[config.mk]
export PLATFORM = sky130hd
export DESIGN_NAME = renode_ahb_subordinate_bridge
export DESIGN_NICKNAME = d
export VERILOG_FILES = /design/src/rtl/renode_ahb_subordinate_bridge.sv
export SDC_FILE = /design/constraint.sdc
export NUM_CORES = 1
export LEC_CHECK = 0
export BUFFER_PORTS_ARGS = -buffer_cell sky130_fd_sc_hd__buf_4
export CAP_MARGIN = 15
export CORE_ASPECT_RATIO = 0.75
export CORE_MARGIN = 3
export CORE_UTILIZATION = 49
export CTS_CLUSTER_DIAMETER = 60
export DETAILED_ROUTE_END_ITERATION = 16
export PLACE_DENSITY = 0.95
export SLEW_MARGIN = 20
export SYNTH_ARGS = -nofsm -noshare
export SYNTH_HDL_FRONTEND = slang
export SYNTH_SLANG_ARGS = --single-unit
[constraint.sdc]
create_clock -name hclk -period 4.7 [get_ports hclk]
set_clock_uncertainty 0.15 [all_clocks]
set_input_delay 0.94 -clock hclk [delete_from_list [all_inputs] [get_ports hclk]]
set_output_delay 0.94 -clock hclk [all_outputs]
set_load 0.01 [all_outputs]
[src/rtl/renode_ahb_subordinate_bridge.sv]
// AHB-Lite subordinate that forwards each transfer as a single-outstanding
// valid/ready request toward the Renode backend and returns its response on the bus.
module renode_ahb_subordinate_bridge #(
    parameter int AddressWidth  = 32,
    parameter int DataWidth     = 32,
    parameter int TimeoutCycles = 0
) (
    input  logic                      hclk,
    input  logic                      hresetn,
    input  logic                      hsel,
    input  logic [AddressWidth-1:0]   haddr,
    input  logic [1:0]                htrans,
    input  logic                      hwrite,
    input  logic [2:0]                hsize,
    input  logic [DataWidth-1:0]      hwdata,
    input  logic                      hready,
    output logic                      hreadyout,
    output logic                      hresp,
    output logic [DataWidth-1:0]      hrdata,
    output logic                      req_valid,
    input  logic                      req_ready,
    output logic                      req_write,
    output logic [AddressWidth-1:0]   req_addr,
    output logic [2:0]                req_size,
    output logic [DataWidth/8-1:0]    req_strb,
    output logic [DataWidth-1:0]      req_wdata,
    input  logic                      rsp_valid,
    input  logic                      rsp_error,
    input  logic [DataWidth-1:0]      rsp_rdata
);

    localparam int STRB_W = DataWidth / 8;
    localparam int LANE_W = $clog2(STRB_W);
    localparam int CNT_W  = (TimeoutCycles > 1) ? $clog2(TimeoutCycles) : 1;
    localparam logic [CNT_W-1:0] TO_LAST = CNT_W'((TimeoutCycles > 0) ? TimeoutCycles - 1 : 0);

    typedef enum logic [2:0] {
        S_IDLE,
        S_ISSUE,
        S_WAIT,
        S_DONE,
        S_ERR1,
        S_ERR2
    } state_t;

    function automatic logic is_legal(input logic [2:0] size, input logic [LANE_W-1:0] lane);
        int nbytes;
        nbytes = 1 << size;
        if (nbytes > STRB_W) return 1'b0;
        return ((int'(lane) & (nbytes - 1)) == 0);
    endfunction

    function automatic logic [STRB_W-1:0] strb_of(input logic [2:0] size, input logic [LANE_W-1:0] lane);
        logic [STRB_W-1:0] m;
        m = '0;
        for (int i = 0; i < STRB_W; i++) begin
            if (i < (1 << size)) m[i] = 1'b1;
        end
        return m << lane;
    endfunction

    state_t                   r_state;
    state_t                   w_next;
    logic                     r_first;
    logic [DataWidth-1:0]     r_wdata;
    logic [AddressWidth-1:0]  r_addr;
    logic                     r_write;
    logic [2:0]               r_size;
    logic [STRB_W-1:0]        r_strb;
    logic [DataWidth-1:0]     r_hrdata;
    logic                     r_stale;
    logic [CNT_W-1:0]         r_cnt;
    logic                     w_accept;
    logic                     w_legal;
    logic                     w_rsp_live;
    logic                     w_timeout;

    // Acceptance is only possible while the bus sees this subordinate as ready.
    assign w_accept   = hsel & hready & htrans[1] &
                        ((r_state == S_IDLE) | (r_state == S_DONE) | (r_state == S_ERR2));
    assign w_legal    = is_legal(hsize, haddr[LANE_W-1:0]);
    assign w_rsp_live = (r_state == S_WAIT) & rsp_valid & ~r_stale;
    assign w_timeout  = (TimeoutCycles != 0) & (r_state == S_WAIT) & ~w_rsp_live & (r_cnt == TO_LAST);

    always_comb begin
        w_next = r_state;
        case (r_state)
            S_IDLE, S_DONE, S_ERR2: begin
                if (w_accept) w_next = w_legal ? S_ISSUE : S_ERR1;
                else          w_next = S_IDLE;
            end
            S_ISSUE: if (req_ready) w_next = S_WAIT;
            S_WAIT: begin
                if (w_rsp_live)     w_next = rsp_error ? S_ERR1 : S_DONE;
                else if (w_timeout) w_next = S_ERR1;
            end
            S_ERR1:  w_next = S_ERR2;
            default: w_next = S_IDLE;
        endcase
    end

    always_ff @(posedge hclk or negedge hresetn) begin
        if (!hresetn) begin
            r_state  <= S_IDLE;
            r_first  <= 1'b0;
            r_wdata  <= '0;
            r_addr   <= '0;
            r_write  <= 1'b0;
            r_size   <= '0;
            r_strb   <= '0;
            r_hrdata <= '0;
            r_stale  <= 1'b0;
            r_cnt    <= '0;
        end else begin
            r_state <= w_next;
            r_first <= (w_next == S_ISSUE) && (r_state != S_ISSUE);
            if (r_first) r_wdata <= hwdata;
            if (w_accept) begin
                r_addr  <= haddr;
                r_write <= hwrite;
                r_size  <= hsize;
                r_strb  <= strb_of(hsize, haddr[LANE_W-1:0]);
            end
            if (r_state == S_ISSUE)     r_cnt <= '0;
            else if (r_state == S_WAIT) r_cnt <= r_cnt + CNT_W'(1);
            // A timed-out request leaves one response in flight that must be discarded.
            if (w_timeout)      r_stale <= 1'b1;
            else if (rsp_valid) r_stale <= 1'b0;
            if (w_rsp_live && !rsp_error && !r_write) r_hrdata <= rsp_rdata;
        end
    end

    assign hreadyout = ~((r_state == S_ISSUE) | (r_state == S_WAIT) | (r_state == S_ERR1));
    assign hresp     = (r_state == S_ERR1) | (r_state == S_ERR2);
    assign hrdata    = r_hrdata;
    assign req_valid = (r_state == S_ISSUE);
    assign req_write = r_write;
    assign req_addr  = r_addr;
    assign req_size  = r_size;
    assign req_strb  = r_strb;
    // hwdata only becomes valid in the first data-phase cycle, so pass it through then.
    assign req_wdata = r_first ? hwdata : r_wdata;

endmodule

==> metrics.txt <==
Synth Net Count=between 300 and 400; Req. time, crit path=about 4.8 ns; io pins=~220; nature of the critical path startpoint=input pin; GP Congestion=roughly 0.8; Worst VDD drop=roughly 0.4 mV; gr ovfl total=0; worst skew pair latency=about 0.33 ns; asr flop ratio synth=1.00; max-slew violations=0; Residual DRC=0; R2R Setup Slk=2.35 ns; cell area after layout=~0.0063 mm2; max cap viols=0; Mapped Area=roughly 0.0043 mm2; Hold Path Class=reg2reg; Worst Hold Depth=1; nets=between 600 and 700; Post-CTS Hold Buffers=0; worst hold slack=around 0.35 ns; worst rel slew slack=0.384; worst reg2reg path endpoint=req_size[2]; RSZ-0062 raised after global routing=false; top-area cell type share of the netlist area=0.627; Clk pin slew, worst setup/hold paths=0.07 ns; Worst Hold Launch=r_wdata[17]; top cells by area, synth=dfrtp_1 63%, mux2_2 24%, mux2_4 2.8%; status=complete, no violations; full die area=about 0.01 mm2; Slew @ Worst Pin=about 0.92 ns; clock sinks=108; Ys Warns=0; Setup crit end kind=register; layout cell share with drive strength beyond 1=0.673; top cells by count, synth=108 x dfrtp_1, 93 x mux2_2, 8 x mux2_4; placed instance area=around 0.006 mm2; H-tree levels=3; number of buffers added on ports=around 210; most common cell in the netlist=dfrtp_1; vias=3010; Tot GR Track Use=0.213; Placeable Area=0.00820 mm2; register area share after synthesis=0.627; clk root buf=clkbuf_16; CTS buffer count=9; clock buffer depth=2; worst r2r src=r_state[0]; antenna violations before repair=0; crit path DAT=about 2.9 ns; period utilization=0.602; post-CTS setup buffers=0; Core Util, Final=0.766; crit path kind=in2reg; wirelength, routed=about 11000 um; TritonCTS clock tree=yes; drt initial violations=around 100; average routed wire per standard cell=17.5 um; register bit total from synthesis=approximately 110; P&R area growth vs syn=45.7%; Main synth FF type=dfrtp_1; fmax=roughly 350 MHz; first-pass iteration count of the detailed router=5; Die Y=a little under 90 um; # rows=28; number of global-route vias before repair=between 3000 and 4000; Synth cell types=35; setup tns final=0 ns; EDFF count, synth=0; PwrDens=slightly above 600 mW/mm2; Lkg Pwr=~3.2 nW; Reg2Reg Depth=5; n_diodes=0; pin count of the biggest net entering global routing=75; CP startpoint=hsize[2]; Setup-failing EPs final=0; antenna-violating nets left=0; DP HPWL=roughly 8000 um; Syn Inst Count=approximately 280; crit path max fanout=5; Synth area leader=dfrtp_1; Initial Util=0.526; syn avg cell area=15.5 um2; crit path time final=about 2.8 ns; Final Hold Fails=0; # resized after CTS=0; first-pass GRT wire length=roughly 17000 um; Power Total=just under 4 mW; Hold Path Sink=r_wdata[17]; via-per-instance ratio=4.99; die width=between 100 and 150 um
-- layout by cell type (no fill, tap or decap), types with 2 or more instances in the layout --
cell / Yosys / layout
buf_4: 3 / 216
dfrtp_1: 108 / 107
mux2_2: 93 / 93
clkbuf_16: 0 / 9
mux2_4: 8 / 8
nor2_1: 7 / 7
nand2_1: 5 / 5
inv_1: 5 / 5
o21ai_0: 5 / 5
nand2b_1: 4 / 4
a21oi_1: 4 / 4
nor2b_1: 3 / 3
ha_1: 3 / 3
nor3_1: 2 / 2
a31oi_1: 2 / 2
o31ai_1: 2 / 2
clkbuf_1: 1 / 2
clkinvlp_4: 0 / 2
-- layer usage --
layer | share of wire | global-route usage | routed length [um] | vias up
met5 | 0 | 0 | 0 | -
met4 | 0.0072 | 0.0442 | 76 | 0
met3 | 0.10 | 0.0951 | 1100 | 9
met2 | 0.52 | 0.377 | 5500 | 141
met1 | 0.37 | 0.240 | 3890 | 1447
li1 | - | - | - | 1413
-- worst max path at each step --
stage,end,slack (ns),depth (start not counted)
6_report,r_state[2],1.87,8
5_1_grt,r_first,1.61,8
4_1_cts,req_wdata[18],1.48,2
3_5_place_dp,r_state[2],1.52,8
3_3_place_gp,r_state[2],1.60,7
2_1_floorplan,r_state[2],2.11,6
-- where the power goes --
| group | switching (mW) | internal (mW) | total (mW) | leakage, nW |
|---|---|---|---|---|
| logic | 0.679 | 0.955 | 1.63 | 1.71 |
| registers | 0.214 | 1.35 | 1.56 | 1.37 |
| clock network | 0.329 | 0.378 | 0.706 | 0.129 |
-- cell families (layout without fill, tap and decap cells) --
group	after synthesis	count (layout)	synth area share
flip-flops	108	108	0.627
AO/OA/AOI/OAI	20	20	0.0311
buffers and inverters	18	238	0.0238
multiplexers	102	102	0.276
AND/OR/NAND/NOR	26	26	0.0316
XOR/XNOR	1	1	0.00203
adder cells (fa/ha/maj)	3	3	0.00871
-- final cells by class --
cell class                 instances  area (um2)
sequential                       108        2700
tap                              105         131
fill                             515        1920
clock inverter                     4        32.5
multi-input combinational        152        1510
timing repair buffer             217        1640
clock buffer                      12         246
inverter                           5        18.8
-- flip-flops by register name (all words and copies together) (netlist names) --
name	count
r_wdata	32
req_size	3
req_strb	4
r_state	3
hrdata	32
req_addr	32
req_write	1
r_first	1
-- critical path, stage by stage --
cell and delay, ns:
buf_4 0.13, nor2_1 0.25, nand2_1 0.15, ha_1 0.31
nor2b_1 0.04, a2111oi_0 0.78, inv_1 0.14, o2bb2ai_1 0.16
-- stage by stage --
| step | instances | setup slack [ns] |
|---|---|---|
| after floorplan | 278 | 2.11 |
| after global placement | 586 | 1.60 |
| after detailed placement | 586 | 1.52 |
| after CTS | 602 | 1.48 |
| after global routing | 603 | 1.61 |
| final | 603 | 1.87 |
No activity file was read; power rests on OpenSTA's default activity.
